### src/rtl/spi_dac_rx_if.sv
// Bus bundle for the SPI DAC receiver: the three raw SPI pins in, the decoded word and strobes out.
interface spi_dac_rx_if #(
   parameter int unsigned WORD_BITS = 24
);
   logic                 i_spi_sclk;
   logic                 i_spi_sync_n;
   logic                 i_spi_mosi;
   logic [WORD_BITS-1:0] o_word;
   logic                 o_valid;
   logic                 o_frame_err;
   logic                 o_busy;

   modport slave (
      input  i_spi_sclk, i_spi_sync_n, i_spi_mosi,
      output o_word, o_valid, o_frame_err, o_busy
   );

   modport master (
      output i_spi_sclk, i_spi_sync_n, i_spi_mosi,
      input  o_word, o_valid, o_frame_err, o_busy
   );
endinterface

### src/rtl/spi_dac_rx.sv
// SPI slave receiver for a DAC command stream: synchronizes the asynchronous SPI pins into i_clk,
// shifts MSB-first frames of WORD_BITS bits and reports complete words or truncated frames.
module spi_dac_rx #(
   parameter int unsigned WORD_BITS   = 24,
   parameter int unsigned SYNC_STAGES = 2
) (
   input  logic         i_clk,
   input  logic         i_rst,
   spi_dac_rx_if.slave  bus
);
   localparam int unsigned      CNT_W    = $clog2(WORD_BITS + 1);
   localparam logic [CNT_W-1:0] CNT_FULL = CNT_W'(WORD_BITS);

   typedef enum logic [1:0] {IDLE, SHIFT, DONE} state_t;

   logic [SYNC_STAGES-1:0] sclk_sync_q, sclk_sync_d;
   logic [SYNC_STAGES-1:0] syncn_sync_q, syncn_sync_d;
   logic [SYNC_STAGES-1:0] mosi_sync_q, mosi_sync_d;
   logic                   sclk_prev_q, sclk_prev_d;
   logic                   syncn_prev_q, syncn_prev_d;

   state_t                 state_q, state_d;
   logic [CNT_W-1:0]       cnt_q, cnt_d;
   logic [WORD_BITS-1:0]   shreg_q, shreg_d;
   logic [WORD_BITS-1:0]   word_q, word_d;
   logic                   valid_q, valid_d;
   logic                   err_q, err_d;
   logic                   busy_q, busy_d;

   logic sclk_s, syncn_s, mosi_s;
   logic sclk_fall, syncn_fall, syncn_rise;

   always_comb begin
      sclk_sync_d  = {sclk_sync_q[SYNC_STAGES-2:0], bus.i_spi_sclk};
      syncn_sync_d = {syncn_sync_q[SYNC_STAGES-2:0], bus.i_spi_sync_n};
      mosi_sync_d  = {mosi_sync_q[SYNC_STAGES-2:0], bus.i_spi_mosi};

      sclk_s  = sclk_sync_q[SYNC_STAGES-1];
      syncn_s = syncn_sync_q[SYNC_STAGES-1];
      mosi_s  = mosi_sync_q[SYNC_STAGES-1];

      sclk_prev_d  = sclk_s;
      syncn_prev_d = syncn_s;

      sclk_fall  = sclk_prev_q & ~sclk_s;
      syncn_fall = syncn_prev_q & ~syncn_s;
      syncn_rise = ~syncn_prev_q & syncn_s;
   end

   always_comb begin
      state_d = state_q;
      cnt_d   = cnt_q;
      shreg_d = shreg_q;
      word_d  = word_q;
      valid_d = 1'b0;
      err_d   = 1'b0;

      unique case (state_q)
         IDLE: begin
            if (syncn_fall) begin
               state_d = SHIFT;
               cnt_d   = '0;
               shreg_d = '0;
            end
         end
         SHIFT: begin
            // A full count is published one cycle after the last shift; a frame end
            // coinciding with that cycle still counts as complete and goes straight to IDLE.
            if (cnt_q == CNT_FULL) begin
               word_d  = shreg_q;
               valid_d = 1'b1;
               state_d = syncn_rise ? IDLE : DONE;
            end else if (syncn_rise) begin
               err_d   = 1'b1;
               state_d = IDLE;
            end else if (sclk_fall) begin
               shreg_d = {shreg_q[WORD_BITS-2:0], mosi_s};
               cnt_d   = cnt_q + CNT_W'(1);
            end
         end
         DONE: begin
            if (syncn_rise) begin
               state_d = IDLE;
            end
         end
         default: state_d = IDLE;
      endcase

      busy_d = (state_d != IDLE);
   end

   always_ff @(posedge i_clk or posedge i_rst) begin
      if (i_rst) begin
         sclk_sync_q  <= '0;
         syncn_sync_q <= '1;
         mosi_sync_q  <= '0;
         sclk_prev_q  <= 1'b0;
         syncn_prev_q <= 1'b1;
         state_q      <= IDLE;
         cnt_q        <= '0;
         shreg_q      <= '0;
         word_q       <= '0;
         valid_q      <= 1'b0;
         err_q        <= 1'b0;
         busy_q       <= 1'b0;
      end else begin
         sclk_sync_q  <= sclk_sync_d;
         syncn_sync_q <= syncn_sync_d;
         mosi_sync_q  <= mosi_sync_d;
         sclk_prev_q  <= sclk_prev_d;
         syncn_prev_q <= syncn_prev_d;
         state_q      <= state_d;
         cnt_q        <= cnt_d;
         shreg_q      <= shreg_d;
         word_q       <= word_d;
         valid_q      <= valid_d;
         err_q        <= err_d;
         busy_q       <= busy_d;
      end
   end

   assign bus.o_word      = word_q;
   assign bus.o_valid     = valid_q;
   assign bus.o_frame_err = err_q;
   assign bus.o_busy      = busy_q;
endmodule

### src/flat_wrapper.sv
// flat-port wrapper written by rule: the top's interface ports become plain ports
module spi_dac_rx_flat 
#(
   parameter int unsigned WORD_BITS   = 24,
   parameter int unsigned SYNC_STAGES = 2
)
  (i_clk, i_rst, bus_i_spi_sclk, bus_i_spi_sync_n, bus_i_spi_mosi, bus_o_word, bus_o_valid, bus_o_frame_err, bus_o_busy);
  spi_dac_rx_if #(.WORD_BITS(WORD_BITS)) bus_i ();
  input  logic i_clk;
  input  logic i_rst;
  input wire logic [$bits(bus_i.i_spi_sclk)-1:0] bus_i_spi_sclk;
  input wire logic [$bits(bus_i.i_spi_sync_n)-1:0] bus_i_spi_sync_n;
  input wire logic [$bits(bus_i.i_spi_mosi)-1:0] bus_i_spi_mosi;
  output wire logic [$bits(bus_i.o_word)-1:0] bus_o_word;
  output wire logic [$bits(bus_i.o_valid)-1:0] bus_o_valid;
  output wire logic [$bits(bus_i.o_frame_err)-1:0] bus_o_frame_err;
  output wire logic [$bits(bus_i.o_busy)-1:0] bus_o_busy;
  assign bus_i.i_spi_sclk = bus_i_spi_sclk;
  assign bus_i.i_spi_sync_n = bus_i_spi_sync_n;
  assign bus_i.i_spi_mosi = bus_i_spi_mosi;
  assign bus_o_word = bus_i.o_word;
  assign bus_o_valid = bus_i.o_valid;
  assign bus_o_frame_err = bus_i.o_frame_err;
  assign bus_o_busy = bus_i.o_busy;
  spi_dac_rx #(.WORD_BITS(WORD_BITS), .SYNC_STAGES(SYNC_STAGES)) u_core (.i_clk(i_clk), .i_rst(i_rst), .bus(bus_i));
endmodule
### config.mk
export PLATFORM = sky130hd
export DESIGN_NAME = spi_dac_rx_flat
export DESIGN_NICKNAME = d
export VERILOG_FILES = /design/src/rtl/spi_dac_rx_if.sv /design/src/rtl/spi_dac_rx.sv /design/src/flat_wrapper.sv
export SDC_FILE = /design/constraint.sdc
export NUM_CORES = 1
export LEC_CHECK = 0
export CAP_MARGIN = 15
export CORE_MARGIN = 1.5
export CORE_UTILIZATION = 49
export CTS_CLUSTER_DIAMETER = 40
export DETAILED_ROUTE_END_ITERATION = 8
export PLACE_DENSITY = 0.74
export SETUP_SLACK_MARGIN = 0.15
export SLEW_MARGIN = 30
export SYNTH_ARGS = -nofsm -noshare
export SYNTH_HDL_FRONTEND = slang
export SYNTH_SLANG_ARGS = --single-unit
### constraint.sdc
create_clock -name i_clk -period 2.5 [get_ports i_clk]
set_input_delay 0.75 -clock i_clk [delete_from_list [all_inputs] [get_ports i_clk]]
set_output_delay 0.75 -clock i_clk [all_outputs]
set_load 0.01 [all_outputs]
==> impl_results.md, run 1 <==
* Fillers at 440
* Post-synth EDFFs at 0
* Resize count post-CTS at 0
* Final setup vio count at 0
* FF+latch count, synth at 66
* Final std cells w/o fill at ~330
* CP Capture Type: output port
* Reg2reg start: u_core.cnt_q[0]
* Setup TNS at 0 ps
* Cell area after synthesis at about 2700 sq um
* Setup bufs post-CTS at 0
* CTS root buf: clkbuf_8
* LEAKAGE at between 1.5 and 2 nW
* WP buf/inv at 1
* Buffers added on ports at 31
* Worst Tran Pin Value at 540 ps
* Prevailing post-synth register cell: dfrtp_1
* Post-synth ARST share at 100%
* Clk_lat worst skew at around 330 ps
* Max Root-Sink Buffers at 2
* Final period util at 78.6%
* Setup Skew at between 5 and 6 ps
* Synth Area in Compound Gates at approximately 2.8%
* Placer congestion estimate at between 0.7 and 0.8
* Final WS setup at around 540 ps
* Nets at 260
* Max Fclk at ~500 MHz
* CP max-delay cell: clkdlybuf4s50_1
* Crit path cell chain: clkdlybuf4s50_1
* Per-cell routed wire length at around 13 um
* Top post-synthesis cells by area: dfrtp_1 59%, mux2i_1 9.3%, mux2_1 7.9%
* Xor and xnor area share after synthesis at 0%
* Min-delay src: u_core.sclk_sync_q[0]
* Die area at 5950 sq um
* Yosys synthesis warning count at 0
* Worst-path clk slew at ~60 ps
* Die W at around 77 um
* Place WS at roughly 540 ps
* DR vias/cell at between 4 and 5
* Most common cell in the netlist: dfrtp_1
* Initial Util at 51.7%
* Area Growth Syn to Fin at 22.5%
* N_diodes at 0
* Delay-heaviest family, CP: buffers and inverters
* RSZ-0062 raised after global routing: false
* Hpwl dp at 3040 um
* Status: complete, no violations
* Max-Cap Viols at 0
* Post-synth top area cell: dfrtp_1
* Multi-input logic area at slightly below 900 sq um
* Worst path arrival time at around 1200 ps
* Max VDD drop at roughly 0.41 mV
* First-pass GRT wire length at 7750 um
* Share of layout cells above drive strength 1 at 15.1%
* Post-synth top area share at between 50% and 60%
* Slew Limit Fails at 0
* CP required at ~1800 ps
* Final Routed Wirelength at around 4400 um
* CP max FO at 2
* FF/Latch Area at 1660 sq um
* Sink Count at 66
* Largest net degree at the start of global routing at 25
* Antenna violations before repair at 0
* Critical path type: flip-flop to output port
* Io pins at 32
* H-Tree Depth at 3
* Hold slack at around 350 ps
* CP Launch Type: flip-flop
* Detailed Routing Iterations Pass 1 at 4
* ANT nets after route at 0
* Adder-cell share of the synthesized area at 0.930%
* Core area at approximately 5200 sq um
* Sequential area share after synthesis at between 60 and 70%
* Hold violation count in the final report at 0
* DRT iter0 DRCs at between 60 and 70
* Multiplexer share of the synthesized area at 19.8%
* # hold bufs at CTS at 0
* Largest family of logic cells by synthesized area: multiplexers
* Via Count at ~1600
* Library cells used by synthesis at 29
* DRC violations left at 0
* PwrDens at between 600 and 700 nW/um^2
* Gr ovfl total at 0
* Worst slew margin at a little under two thirds
* Avg Inst Size Synth at approximately 13 sq um
* Syn Inst Count at about 210
* Std cell rows at 26
* Synthesized Nets at ~220
* Critical Path Start: u_core.bus.o_word[9]
* Pwr Total at about 0.0022 W
* Clock buffers created by TritonCTS at 9
* Simple-gate area share of the yosys netlist at 8.74%
* CTS tree: done
* Chip height at 77.1 um
* Total GRT Usage at 17.2%
* Period minus WS final at just under 2000 ps
* Placed insts at 312
* Post-synth top cells: 63 x dfrtp_1, 29 x inv_1, 27 x nand2_1, 25 x mux2i_1, 19 x mux2_1
* Vias in the first global route at 1685
* CP max stage delay at ~540 ps
* Worst Hold Class: flip-flop to flip-flop
==> cell type report <==
cell class                 count  area share (%)
inverter                      29            3.41
clock inverter                 2           0.303
multi-input combinational    108            26.6
timing repair buffer          39            11.6
sequential                    66            50.2
clock buffer                  14            5.24
tap                           70            2.66
==> state kept, by name (all words and copies together) (netlist names) <==
name,cells
u_core.bus.o_word,24
u_core.shreg_q,24
u_core.cnt_q,5
u_core.mosi_sync_q,2
u_core.sclk_sync_q,2
u_core.state_q,2
u_core.syncn_sync_q,2
u_core.bus.o_busy,1
u_core.bus.o_frame_err,1
u_core.bus.o_valid,1
u_core.sclk_prev_q,1
u_core.syncn_prev_q,1
==> placed cells by master, fill, tap and decap left out, types with 2 or more instances in the layout <==
cell type        instances
a31oi_1                  4
buf_4                    7
clkbuf_1                 2
clkbuf_8                12
clkdlybuf4s50_1         31
clkinv_2                 2
dfrtp_1                 63
dfstp_2                  3
ha_1                     2
inv_1                   28
mux2_1                  19
mux2_2                   6
mux2i_1                 25
nand2_1                 27
nand3_1                  3
nor2_1                   4
nor2b_1                  3
o21ba_2                  2
==> layer usage <==
metal / GRT usage (%) / vias up / wire length [um]
met5: 0 / - / 0
met1: 21.5 / 786 / 2040
li1: - / 772 / -
met2: 26.7 / 26 / 2130
met4: 10.5 / 0 / 118
met3: 4.40 / 12 / 127
==> power by group <==
part | switching (W) | leakage [nW] | internal (W) | total [W]
Combinational | 0.000138 | 0.550 | 0.0000942 | 0.000232
Clock | 0.000358 | 0.0965 | 0.000439 | 0.000796
Sequential | 0.0000377 | 0.893 | 0.00111 | 0.00115
Total | 0.000533 | 1.54 | 0.00165 | 0.00218
==> cell families after synthesis <==
| group | Yosys count |
|---|---|
| flip-flops | 66 |
| multiplexers | 50 |
| AND/OR/NAND/NOR | 46 |
| buffers and inverters | 38 |
| AO/OA/AOI/OAI | 10 |
| adder cells (fa/ha/maj) | 2 |
==> final timing paths <==
path                                         end  cells after the start  slack [ps]
max                                bus_o_word[9]                      1         540
min                        u_core.sclk_sync_q[1]                      0         350
max reg2reg                   u_core.shreg_q[22]                      7         580
min reg2reg                u_core.sclk_sync_q[1]                      0         350
max in group asynchronous     u_core.shreg_q[13]                      3        1250
min in group asynchronous     u_core.shreg_q[10]                      2         740
==> stage by stage <==
stage	utilization [%]	cell area, sq um
2_1_floorplan	-	2700
3_3_place_gp	59.9	3120
3_5_place_dp	59.9	3120
4_1_cts	63.4	3300
5_1_grt	63.4	3300
6_report	63.4	3300
Power figures use the tool's default switching activity.
==> run 2: changes to the inputs <==
clock period = 1.6 ns   (was 2.5 ns; I/O delays follow)
==> run 2 against run 1 <==
The flow now finishes with violations (setup timing). Design area up 9.7%. Count of clock-buffer cells in the layout decreased by 3. First-iteration DRC count grew 47%. Sequential power is 57% higher. Final cell count grew 7.9%. Register-to-register slack lost 610 ps. Critical path type is now flip-flop to flip-flop. Critical endpoint is now u_core.cnt_q[4]. Largest cell class unchanged. Highest routed layer unchanged.
==> impl_results.md, run 2 (same netlist as run 1, synthesis figures left out) <==
* CTS tree: done (unchanged)
* Share of layout cells above drive strength 1 at 41.2% (was 15.1%)
* Final Routed Wirelength at 5200 um (was 4410 um)
* Clock buffers created by TritonCTS at 9 (unchanged)
* CP required at 1860 ps (was 1750 ps)
* Antenna violations before repair at 0 (unchanged)
* Gr ovfl total at 0 (unchanged)
* Buffers added on ports at 31 (unchanged)
* Final setup vio count at 4 (was 0)
* Fillers at 388 (was 440)
* RSZ-0062 raised after global routing: true (was false)
* Per-cell routed wire length at 14.7 um (was 13.4 um)
* CTS root buf: clkbuf_8 (unchanged)
* DRT iter0 DRCs at 100 (was 68)
* Io pins at 32 (unchanged)
* Area Growth Syn to Fin at 34.4% (was 22.5%)
* PwrDens at 1030 nW/um^2 (was 661 nW/um^2)
* Status: finished with violations (was complete, no violations)
* H-Tree Depth at 3 (unchanged)
* Chip height at 77.1 um (unchanged)
* Nets at 286 (was 260)
* Std cell rows at 26 (unchanged)
* Reg-to-reg endpoint: u_core.cnt_q[4] (was u_core.shreg_q[22])
* CP max FO at 6 (was 2)
* Largest net degree at the start of global routing at 23 (was 25)
* Worst slew margin at 75.5% (was 63.8%)
* Max Fclk at between 600 and 700 MHz
* Via Count at 1758 (was 1596)
* Worst-case reg-to-reg path depth at 8 (was 7)
* Met3 GRT Util at 3.57% (was 4.40%)
* CP Capture Type: flip-flop (was output port)
* Worst path arrival time at 1890 ps (was 1210 ps)
* Detailed Routing Iterations Pass 1 at 4 (unchanged)
* GRT busiest layer: met2 (unchanged)
* Max VDD drop at 0.660 mV (was 0.413 mV)
* CP max-delay cell: dfrtp_1 (was clkdlybuf4s50_1)
* LEAKAGE at 1.76 nW (was 1.54 nW)
* CP Launch Type: flip-flop (unchanged)
* Hold violation count in the final report at 0 (unchanged)
* Slew Limit Fails at 0 (unchanged)
* DRC violations left at 0 (unchanged)
* Worst Hold Class: flip-flop to flip-flop (unchanged)
* ANT nets after route at 0 (unchanged)
* Reg2reg start: u_core.cnt_q[1] (was u_core.cnt_q[0])
* Crit path to: u_core.cnt_q[4] (was bus_o_word[9])
* Failing checks: setup timing
* Place WS at -29.4 ps (was 540 ps)
* Core area at 5200 sq um (unchanged)
* Met2 Use GR at 30.9% (was 26.7%)
* Most common cell after layout, fill and taps aside: dfrtp_1 (unchanged)
* Worst Tran Pin Value at 367 ps (was 540 ps)
* Initial Util at 51.7% (unchanged)
* Die W at 77.1 um (unchanged)
* CP max stage delay at 400 ps (was 540 ps)
* Setup Skew at 9.96 ps (was 5.77 ps)
* Hpwl dp at 3220 um (was 3040 um)
* Final WS setup at -33.2 ps (was 535 ps)
* Vias in the first global route at 1775 (was 1685)
* Hold slack at 355 ps (was 352 ps)
* Worst-path clk slew at 70 ps (was 60 ps)
* Clk_lat worst skew at 350 ps (was 330 ps)
* Most frequent cells in the layout: 62 x dfrtp_1, 27 x nand2_1, 26 x inv_1 (was 63 x dfrtp_1, 31 x clkdlybuf4s50_1, 28 x inv_1)
* Critical Path Start: u_core.cnt_q[1] (was u_core.bus.o_word[9])
* Die area at 5950 sq um (unchanged)
* Total GRT Usage at 18.6% (was 17.2%)
* Max Root-Sink Buffers at 2 (unchanged)
* Placer congestion estimate at 0.838 (was 0.754)
* Period minus WS final at between 1500 and 2000 ps
* N_diodes at 0 (unchanged)
* Sink Count at 66 (unchanged)
* First-pass GRT wire length at 8370 um (was 7750 um)
* Crit path cell chain: inv_2 -> ha_4 -> nand4b_4 -> nor2_8 -> nor3_4 -> buf_6 -> buf_8 -> a31oi_1 (was clkdlybuf4s50_1)
* # hold bufs at CTS at 0 (unchanged)
* Critical path type: flip-flop to flip-flop (was flip-flop to output port)
* DR vias/cell at 4.97 (was 4.87)
* Final period util at 102%
* Met1 usage at 22.1% (was 21.5%)
* Max-Cap Viols at 0 (unchanged)
* R2r setup slk at -30 ps (was 580 ps)
## run 2: worst min-delay path by stage
stage,to,from,slack [ps],cells past startpoint
final,u_core.sclk_sync_q[1],u_core.sclk_sync_q[0],350,0
after global routing,u_core.mosi_sync_q[1],u_core.mosi_sync_q[0],360,0
after CTS,u_core.sclk_sync_q[1],u_core.sclk_sync_q[0],360,0
after detailed placement,u_core.sclk_sync_q[1],u_core.sclk_sync_q[0],340,0
after global placement,u_core.mosi_sync_q[1],u_core.mosi_sync_q[0],330,0
after floorplan,u_core.mosi_sync_q[1],u_core.mosi_sync_q[0],330,0
## run 2: through the flow
stage	power, W	std cells	TNS [ps]	instance area (sq um)	utilization (%)
after floorplan	0.00210	212	-3.78	2740	-
after global placement	0.00226	324	0	3290	63.2
after detailed placement	0.00228	324	-395	3290	63.2
after CTS	0.00373	347	0	3600	69.1
after global routing	0.00390	354	-2340	3620	69.5
final	0.00374	354	-59.7	3620	69.5
## run 2: worst max-delay path: cells and delay by family, from the launching register on
family          cells  cell delay (ps)
compound gates      1              200
fa+ha+maj           1              130
simple gates        3              460
flops               1              400
buf+inv             3              340
## run 2: power breakdown
part           internal, W  switching (W)  leakage, nW
sequential         0.00174      0.0000603        0.892
combinational     0.000273       0.000273        0.763
clock             0.000757       0.000635        0.103
total              0.00277       0.000968         1.76
## run 2: area by class of cell
| type | instances | area (sq um) | area share (%) |
|---|---|---|---|
| Timing Repair Buffer | 65 | 549 | 15.2 |
| Sequential cell | 66 | 1660 | 45.8 |
| Multi-Input combinational cell | 108 | 1020 | 28.1 |
| Tap cell | 70 | 87.6 | 2.42 |
| Inverter | 29 | 113 | 3.11 |
| Clock inverter | 5 | 53.8 | 1.49 |
| Clock buffer | 11 | 141 | 3.91 |
## run 2: per-layer routing
metal,vias up,routed length (um)
met3,9,155
met1,886,2240
li1,827,-
met2,36,2670
met5,-,0
met4,0,136
## run 2: timing repair
item,CTS,global route
gates cloned,1,1
resized for setup,86,40
endpoints found under the setup margin,80,76
pin swaps,1,3
setup buffers,6,6
